$ cat config.mk
export PLATFORM = sky130hd
export DESIGN_NAME = wb_regfile
export DESIGN_NICKNAME = d
export VERILOG_FILES = /design/src/rtl/wb_pkg.sv /design/src/rtl/wb_src_mux.sv /design/src/rtl/wb_regfile.sv
export SDC_FILE = /design/constraint.sdc
export NUM_CORES = 2
export LEC_CHECK = 0
export BUFFER_PORTS_ARGS = -buffer_cell sky130_fd_sc_hd__clkbuf_2
export CAP_MARGIN = 20
export CORE_UTILIZATION = 40
export CTS_CLUSTER_SIZE = 12
export DETAILED_ROUTE_END_ITERATION = 6
export GPL_ROUTABILITY_DRIVEN = 1
export PLACE_DENSITY = 0.62
export SLEW_MARGIN = 30
export SYNTH_ARGS = -nofsm -noshare
export SYNTH_HDL_FRONTEND = slang
export SYNTH_SLANG_ARGS = --single-unit
$ cat constraint.sdc
create_clock -name clk -period 4.4 [get_ports clk]
set_input_delay 0.88 -clock clk [delete_from_list [all_inputs] [get_ports clk]]
set_output_delay 0.88 -clock clk [all_outputs]
set_load 0.03 [all_outputs]
$ cat src/rtl/wb_pkg.sv
// Shared constants for the write-back stage and register file.
//   WB_SRC_* : encodings of the mem_to_reg write-back source select
//   WB_*_W   : default widths for data, register address and commit counter
package wb_pkg;

    localparam logic [1:0] WB_SRC_ALU = 2'b00;
    localparam logic [1:0] WB_SRC_MEM = 2'b01;
    localparam logic [1:0] WB_SRC_PC4 = 2'b10;
    localparam logic [1:0] WB_SRC_RSV = 2'b11;

    localparam int unsigned WB_DATA_W = 32;
    localparam int unsigned WB_ADDR_W = 5;
    localparam int unsigned WB_CNT_W  = 32;

endpackage

$ cat src/rtl/wb_src_mux.sv
// Write-back source select (combinational 4:1).
// Ports:
//   mem_to_reg  in   source select (00 alu, 01 mem, 10 pc+4, 11 reserved)
//   alu_result  in   ALU result
//   mem_data    in   load data
//   pc_plus4    in   link address for jal
//   wb_data     out  selected value, zero for the reserved encoding
//   valid_src   out  low for the reserved encoding
module wb_src_mux
    import wb_pkg::*;
#(
    parameter int unsigned DATA_W = WB_DATA_W
) (
    input  logic [1:0]        mem_to_reg,
    input  logic [DATA_W-1:0] alu_result,
    input  logic [DATA_W-1:0] mem_data,
    input  logic [DATA_W-1:0] pc_plus4,
    output logic [DATA_W-1:0] wb_data,
    output logic              valid_src
);

    // Source decode; reserved encoding yields zero and blocks the commit.
    always_comb begin
        wb_data   = '0;
        valid_src = 1'b1;
        case (mem_to_reg)
            WB_SRC_ALU: wb_data = alu_result;
            WB_SRC_MEM: wb_data = mem_data;
            WB_SRC_PC4: wb_data = pc_plus4;
            default:    valid_src = 1'b0;
        endcase
    end

endmodule

$ cat src/rtl/wb_regfile.sv
// Write-back stage plus architectural register file (2**ADDR_W x DATA_W).
// Optional build macro: WB_BYPASS_EN enables same-cycle write-through on the
// read ports; without it a same-cycle read returns the stored (old) value.
// Ports:
//   clk, rst                 rising-edge clock, synchronous active-high reset
//   reg_write, mem_to_reg    registered MEM/WB control
//   write_reg                destination register index
//   alu_result, mem_data,
//   pc_plus4                 write-back data candidates
//   rs_addr/rs_data,
//   rt_addr/rt_data          combinational read ports (register 0 reads 0)
//   wb_data                  selected write-back value, for forwarding
//   wb_count                 committed writes since reset, wraps
module wb_regfile
    import wb_pkg::*;
#(
    parameter int unsigned DATA_W = WB_DATA_W,
    parameter int unsigned ADDR_W = WB_ADDR_W,
    parameter int unsigned CNT_W  = WB_CNT_W
) (
    input  logic              clk,
    input  logic              rst,
    input  logic              reg_write,
    input  logic [1:0]        mem_to_reg,
    input  logic [ADDR_W-1:0] write_reg,
    input  logic [DATA_W-1:0] alu_result,
    input  logic [DATA_W-1:0] mem_data,
    input  logic [DATA_W-1:0] pc_plus4,
    input  logic [ADDR_W-1:0] rs_addr,
    input  logic [ADDR_W-1:0] rt_addr,
    output logic [DATA_W-1:0] rs_data,
    output logic [DATA_W-1:0] rt_data,
    output logic [DATA_W-1:0] wb_data,
    output logic [CNT_W-1:0]  wb_count
);

    localparam int unsigned NREGS = 2 ** ADDR_W;

    logic [DATA_W-1:0] regs [NREGS];
    logic              valid_src;
    logic              commit;

    wb_src_mux #(
        .DATA_W (DATA_W)
    ) u_src_mux (
        .mem_to_reg (mem_to_reg),
        .alu_result (alu_result),
        .mem_data   (mem_data),
        .pc_plus4   (pc_plus4),
        .wb_data    (wb_data),
        .valid_src  (valid_src)
    );

    // Writes to $0 and reserved-source writes are dropped and not counted.
    assign commit = reg_write & valid_src & (write_reg != '0);

    // Storage and commit counter; reset wins over a same-edge commit.
    always_ff @(posedge clk) begin
        if (rst) begin
            for (int i = 0; i < NREGS; i++) begin
                regs[i] <= '0;
            end
            wb_count <= '0;
        end else if (commit) begin
            regs[write_reg] <= wb_data;
            wb_count        <= wb_count + CNT_W'(1);
        end
    end

    // Read port A; $0 is forced to zero regardless of storage.
    always_comb begin
        rs_data = '0;
        if (rs_addr != '0) begin
            rs_data = regs[rs_addr];
        end
`ifdef WB_BYPASS_EN
        // commit already implies write_reg is nonzero
        if (commit && (rs_addr == write_reg)) begin
            rs_data = wb_data;
        end
`endif
    end

    // Read port B, identical to port A.
    always_comb begin
        rt_data = '0;
        if (rt_addr != '0) begin
            rt_data = regs[rt_addr];
        end
`ifdef WB_BYPASS_EN
        if (commit && (rt_addr == write_reg)) begin
            rt_data = wb_data;
        end
`endif
    end

endmodule

# Word-level counts from Yosys, hierarchy flattened
# Memories as Yosys holds them, arrays and structs flattened.
# Cells that the tools add are included.
# W data, S select, Z words.
[word_totals] output_inout_bits=128 ram_bits=1024 wordCells=25 n_memories=1 in_bits=116 ff_bits=32
[memory_table] name="regs" depth=32 word_bits=32 rd=2 rd_ports_with_merged_regs=0 write_ports=32 line_no="wb_regfile.sv:39" rtl="logic [DATA_W-1:0] regs [NREGS];"
[classes] n_reduce_logical=6 bitwise=2 muxes=12 n_eq_ne=2 addsub=1
[op_table] operator="$mux W32" n=3
[op_table] operator="$pmux W32 S3" n=1
[op_table] operator="$add A32 B1 Y32 const B" n=1
[op_table] operator="$reduce_or A32 Y1" n=1
[op_table] operator="$reduce_bool A5 Y1" n=3
[op_table] operator="$mux W1" n=7
[op_table] operator="$mux W5" n=1
[op_table] operator="$reduce_or A3 Y1" n=1
[op_table] operator="$and A1 B1 Y1" n=2
[op_table] operator="$eq A2 B1 Y1 const B" n=1
[op_table] operator="$eq A2 B2 Y1 const B" n=1
[op_table] operator="$logic_not A2 Y1" n=1

# Depth between registers and ports, before layout
[logic_depth] depth_word=10 mapped_depth=8 ltp_nobuf=5

# Modules after synthesis
# A second synthesis with hierarchy kept.
[unflattened] cells_unflattened=3715 hier_area_um2=56756.9
[modules_own_cells] mod="wb_regfile" seq_area_each_um2=31390.1 instances=1 cells_each=3637 area_per_inst_um2=55894.9
[modules_own_cells] mod="wb_src_mux" seq_area_each_um2=0.0 instances=1 cells_each=78 area_per_inst_um2=862.1

# Worst setup path before layout
# OpenSTA, ideal clock, no wires.
[synth_path] path_kind="input to output" start="input port rt_addr[1]" end="output port rt_data[0]" t_required_ps=3520 n_path_buf=4 setup_slack_ps=653 path_stages=7 arrival_time_ps=2867 path_cell_list="buf_2 > buf_2 > buf_2 > buf_2 > mux4_2 > mux2i_1 > a221oi_1"
[synth_between] elab_chain_len=2 elab_cells_between_ends=3 cone_classes="mux: 1; reduce/logical: 1; memory: 1"
[synth_rtl] element="from (decl)" line_no="wb_regfile.sv:30" rtl="input logic [ADDR_W-1:0] rt_addr,"
[synth_rtl] element="$mem_v2 Z32 W32 or $reduce_bool A5 Y1 (tied branches)"
[synth_rtl] element="$mux W32 *" line_no="wb_regfile.sv:87" rtl="if (rt_addr != '0) begin"
[synth_rtl] element="to (decl)" line_no="wb_regfile.sv:32" rtl="output logic [DATA_W-1:0] rt_data,"
# Every way passes the cells marked *; elsewhere a longest branch is shown, timed or not.

# Final worst setup path
[layout_path] start="input port rs_addr[1]" end="output port rs_data[23]"
[layout_between] elab_chain_len=2 elab_cells_between_ends=3 cone_classes="mux: 1; reduce/logical: 1; memory: 1"
[layout_rtl] element="from (decl)" line_no="wb_regfile.sv:29" rtl="input logic [ADDR_W-1:0] rs_addr,"
[layout_rtl] element="$mem_v2 Z32 W32 or $reduce_bool A5 Y1 (tied branches)"
[layout_rtl] element="$mux W32 *" line_no="wb_regfile.sv:73" rtl="if (rs_addr != '0) begin"
[layout_rtl] element="to (decl)" line_no="wb_regfile.sv:31" rtl="output logic [DATA_W-1:0] rs_data,"
# Marks and branches as above.

==> impl_metrics.xml <==
<?xml version="1.0" encoding="UTF-8"?>
<metrics>
  <group name="clock_network">
    <metric name="cts_made_buffers" unit="">109</metric>
    <metric name="ctsHoldBuffers" unit="">0</metric>
    <metric name="worstSkewPairLatency" unit="ns">0.70</metric>
    <metric name="ctsResizeCount" unit="">0</metric>
    <metric name="root_buffer" unit="">sky130_fd_sc_hd__clkbuf_16</metric>
    <metric name="clk_pin_slew" unit="ns">0.06</metric>
    <metric name="cts_setup_buffers" unit="">0</metric>
    <metric name="htree_levels" unit="">3</metric>
    <metric name="max-clock-path-buffers" unit="">3</metric>
    <metric name="cts.sink_count" unit="">1056</metric>
    <metric name="clock_tree_from_tritoncts" unit="">built</metric>
  </group>
  <group name="yosys">
    <metric name="sequential_to_total_area_share_from_yosys_stat" unit="%">57.9</metric>
    <metric name="synth_warnings" unit="">0</metric>
    <metric name="asyncSetResetFlopFracSynth" unit="%">0</metric>
    <metric name="synth_xor_xnor_area_share" unit="%">0.372</metric>
    <metric name="cell_count_after_synthesis" unit="">3799</metric>
    <metric name="syn-mean-instance-area" unit="sq um">14.3</metric>
    <metric name="synth.mux.area_fraction" unit="%">25.5</metric>
    <metric name="syn_area" unit="sq mm">0.0542</metric>
    <metric name="synth_compound_area_share" unit="%">3.50</metric>
    <metric name="post_synth_num_cell_types" unit="">44</metric>
    <metric name="simple_gate_fraction_of_synth_area" unit="%">9.33</metric>
    <metric name="synth-edff-count" unit="">1024</metric>
    <metric name="combinational_family_with_the_most_area_after_synthesis" unit="">multiplexers</metric>
    <metric name="number_of_flip_flops_and_latches_in_the_synthesized_netlist" unit="">1056</metric>
    <metric name="ys_dominant_reg_cell" unit="">sky130_fd_sc_hd__edfxtp_1</metric>
    <metric name="synth_adder_area_share" unit="%">0.0231</metric>
  </group>
  <group name="die">
    <metric name="floorplan.die.height" unit="microns">370</metric>
    <metric name="floorplan.rows" unit="">134</metric>
    <metric name="placeableCoreArea" unit="sq mm">0.134</metric>
    <metric name="fp.dieArea" unit="sq mm">0.137</metric>
    <metric name="fp.dieW" unit="microns">370</metric>
    <metric name="initial_core_util" unit="%">40.5</metric>
    <metric name="ioPinCount" unit="">244</metric>
  </group>
  <group name="global_routing">
    <metric name="antenna_found_initial" unit="">8</metric>
    <metric name="grt_use_met3" unit="%">5.48</metric>
    <metric name="global_route.peak_usage_layer" unit="">met2</metric>
    <metric name="grt_pass1_vias" unit="">36700</metric>
    <metric name="global_route_wire_length_before_repair" unit="mm">255</metric>
    <metric name="track_usage" unit="%">25.8</metric>
    <metric name="groute.layer.met1.usage" unit="%">34.6</metric>
    <metric name="grt_start_max_net_pins" unit="">63</metric>
    <metric name="use_met2" unit="%">41.6</metric>
    <metric name="grt_remaining_overflow" unit="">0</metric>
  </group>
  <group name="finish">
    <metric name="syn2layout_area_growth" unit="%">15.4</metric>
    <metric name="final_layout_size_suffix_gt1_share" unit="%">30.5</metric>
    <metric name="layout.cells.most_common_list" unit="">sky130_fd_sc_hd__nor2_1, sky130_fd_sc_hd__edfxtp_1, sky130_fd_sc_hd__mux4_2</metric>
    <metric name="fillCellCount" unit="">11700</metric>
    <metric name="multi_input_area" unit="sq mm">0.0215</metric>
    <metric name="final_cell_area" unit="sq mm">0.0625</metric>
    <metric name="total_number_of_nets_in_the_final_design" unit="">4171</metric>
    <metric name="final_common_cell" unit="">sky130_fd_sc_hd__nor2_1</metric>
    <metric name="final-seq-area" unit="sq mm">0.0314</metric>
  </group>
  <group name="critical_path">
    <metric name="required" unit="ns">3.52</metric>
    <metric name="path_max_fanout" unit="">24</metric>
    <metric name="worst_path_most_repeated_cell" unit="">sky130_fd_sc_hd__a221oi_1</metric>
    <metric name="biggest_cell_delay_along_the_critical_path" unit="ns">0.58</metric>
    <metric name="setup.worst_path.end_class" unit="">primary output</metric>
    <metric name="critical_path_arrival" unit="ns">3.46</metric>
    <metric name="crit_path_cell_trace" unit="">buf_8 &gt; buf_12 &gt; mux4_2 &gt; mux2i_1 &gt; nor2_1 &gt; a221oi_1 &gt; a221oi_1 &gt; clkbuf_2</metric>
    <metric name="cp_slowest_cell" unit="">sky130_fd_sc_hd__a221oi_1</metric>
    <metric name="timing.critical_path.from_type" unit="">input pin</metric>
    <metric name="timing.setup.critical_path_class" unit="">input pin to primary output</metric>
  </group>
  <group name="outcome">
    <metric name="status" unit="">finished, final reports clean</metric>
  </group>
  <group name="timing">
    <metric name="tightest_slew" unit="ns">0.986</metric>
    <metric name="final_max_slew_viol_count" unit="">0</metric>
    <metric name="rel_slew_slack" unit="%">34.3</metric>
    <metric name="fin_ws" unit="ns">0.0567</metric>
    <metric name="fin_crit_sh" unit="%">98.7</metric>
    <metric name="timing_hold_violations_final" unit="">0</metric>
    <metric name="worst_hold_slack" unit="ns">0.513</metric>
    <metric name="final.setup_skew" unit="ns">0.00773</metric>
    <metric name="finalSetupViolCount" unit="">0</metric>
    <metric name="finalCriticalPeriod" unit="ns">4.34</metric>
    <metric name="clock.fmax" unit="MHz">230</metric>
    <metric name="rsz0062_at_grt" unit="">no</metric>
  </group>
  <group name="routing">
    <metric name="drt-wirelength-per-cell" unit="microns">30.2</metric>
    <metric name="avgViaCountPerCell" unit="">6.21</metric>
    <metric name="detail_route.drc_violations" unit="">0</metric>
    <metric name="routed_wl" unit="mm">178</metric>
    <metric name="detailroute.via_count" unit="">36600</metric>
    <metric name="drtAntennaViolNets" unit="">0</metric>
    <metric name="drt_pre_antenna_iters" unit="">6</metric>
    <metric name="detail_route.iter0.violations" unit="">5131</metric>
  </group>
  <group name="power_and_ir_drop">
    <metric name="power" unit="W">0.0241</metric>
    <metric name="vdd.ir_drop.worst" unit="mV">0.310</metric>
    <metric name="power.static_leakage" unit="nW">22.0</metric>
    <metric name="pwr_density_cell" unit="mW/mm^2">385</metric>
  </group>
  <group name="placed_design">
    <metric name="hpwlAfterDp" unit="mm">116</metric>
    <metric name="gpl.final_weighted_congestion" unit="">0.886</metric>
    <metric name="detailed_place.area" unit="sq mm">0.0593</metric>
    <metric name="port-buffer-count" unit="">243</metric>
    <metric name="dp_worst_setup_slack" unit="ns">0.0797</metric>
  </group>
  <group name="worst_hold_path">
    <metric name="type_of_the_most_critical_hold_path" unit="">register to register</metric>
  </group>
  <group name="run">
    <metric name="max_cap_viol_count" unit="">0</metric>
  </group>
</metrics>
-- final cells by class --
| class | instances | area share (%) |
|---|---|---|
| sequential | 1056 | 50.2 |
| multi-input combinational | 2331 | 34.4 |
| timing repair buffer | 518 | 6.55 |
| clock buffer | 142 | 4.73 |
| tap | 1768 | 3.54 |
| clock inverter | 46 | 0.396 |
| inverter | 38 | 0.228 |
| antenna | 3 | 0.0120 |
-- flip-flops by register name, indices dropped and copies added, names as in the netlist --
register and flops:
regs 1024, wb_count 32
-- worst paths after layout --
| check | cells past startpoint | startpoint | slack [ns] | to |
|---|---|---|---|---|
| worst max-delay path | 8 | rs_addr[1] | 0.06 | rs_data[23] |
| worst min register to register | 2 | wb_count[30] | 0.51 | wb_count[30] |
| worst min-delay path | 2 | wb_count[30] | 0.51 | wb_count[30] |
| worst max register to register | 5 | wb_count[3] | 2.22 | wb_count[29] |
-- routing by layer --
metal	up-vias	share of wire, %
met3	344	11
met4	10	3.7
met1	18900	38
li1	15000	-
met2	2381	48
met5	-	0.038
-- cell families after synthesis --
| kind of cell | after synthesis |
|---|---|
| AOI/OAI and AO/OA | 266 |
| xor gates and xnor gates | 23 |
| adders and majority gates | 1 |
| buffers and inverters | 443 |
| DFF | 1056 |
| muxes | 736 |
| other | 1 |
| and+or+nand+nor | 1273 |
-- worst max-delay path: cells and delay by family --
kind	cells	cell delay, ns
AO/OA/AOI/OAI	2	0.90
AND/OR/NAND/NOR	1	0.07
multiplexers	2	0.70
buffers and inverters	3	0.83
-- power breakdown --
part	internal (W)	total (W)	switching (W)
clock network	0.00478	0.00866	0.00388
logic	0.00144	0.00360	0.00216
registers	0.0115	0.0118	0.000269
-- cell usage after synthesis (2+ instances only) --
| cell type | n | share of area, % |
|---|---|---|
| sky130_fd_sc_hd__a21o_1 | 43 | 0.60 |
| sky130_fd_sc_hd__a21oi_1 | 83 | 0.77 |
| sky130_fd_sc_hd__a221oi_1 | 107 | 1.7 |
| sky130_fd_sc_hd__and2_1 | 3 | 0.035 |
| sky130_fd_sc_hd__and3_1 | 5 | 0.058 |
| sky130_fd_sc_hd__and4_1 | 3 | 0.048 |
| sky130_fd_sc_hd__buf_1 | 17 | 0.12 |
| sky130_fd_sc_hd__buf_2 | 95 | 0.88 |
| sky130_fd_sc_hd__buf_4 | 14 | 0.19 |
| sky130_fd_sc_hd__clkbuf_1 | 276 | 1.9 |
| sky130_fd_sc_hd__clkbuf_2 | 3 | 0.028 |
| sky130_fd_sc_hd__dfxtp_1 | 32 | 1.2 |
| sky130_fd_sc_hd__edfxtp_1 | 1024 | 57 |
| sky130_fd_sc_hd__inv_1 | 38 | 0.26 |
| sky130_fd_sc_hd__mux2_2 | 21 | 0.44 |
| sky130_fd_sc_hd__mux2i_1 | 203 | 3.7 |
| sky130_fd_sc_hd__mux4_2 | 512 | 21 |
| sky130_fd_sc_hd__nand2_1 | 47 | 0.33 |
| sky130_fd_sc_hd__nand2b_1 | 31 | 0.36 |
| sky130_fd_sc_hd__nand3_1 | 13 | 0.12 |
| sky130_fd_sc_hd__nand4_1 | 4 | 0.046 |
| sky130_fd_sc_hd__nor2_1 | 1118 | 7.7 |
| sky130_fd_sc_hd__nor2b_1 | 5 | 0.058 |
| sky130_fd_sc_hd__nor3_1 | 14 | 0.13 |
| sky130_fd_sc_hd__nor3b_1 | 4 | 0.055 |
| sky130_fd_sc_hd__nor4_1 | 5 | 0.058 |
| sky130_fd_sc_hd__nor4_2 | 2 | 0.046 |
| sky130_fd_sc_hd__o21ai_0 | 24 | 0.22 |
| sky130_fd_sc_hd__o31ai_1 | 5 | 0.069 |
| sky130_fd_sc_hd__or2_1 | 2 | 0.023 |
| sky130_fd_sc_hd__or2_2 | 3 | 0.035 |
| sky130_fd_sc_hd__or3_1 | 5 | 0.058 |
| sky130_fd_sc_hd__or4_1 | 6 | 0.083 |
| sky130_fd_sc_hd__xnor2_1 | 20 | 0.32 |
| sky130_fd_sc_hd__xor2_1 | 3 | 0.048 |
-- through the flow --
step | setup TNS [ns] | instances | util (%)
after global placement | -0.197 | 5705 | 44.3
after global routing | 0 | 5900 | 46.7
after detailed placement | 0 | 5709 | 44.3
after floorplan | 0 | 3830 | -
after CTS | 0 | 5897 | 46.7
final | 0 | 5902 | 46.7
(Power assumes the default switching activity.)
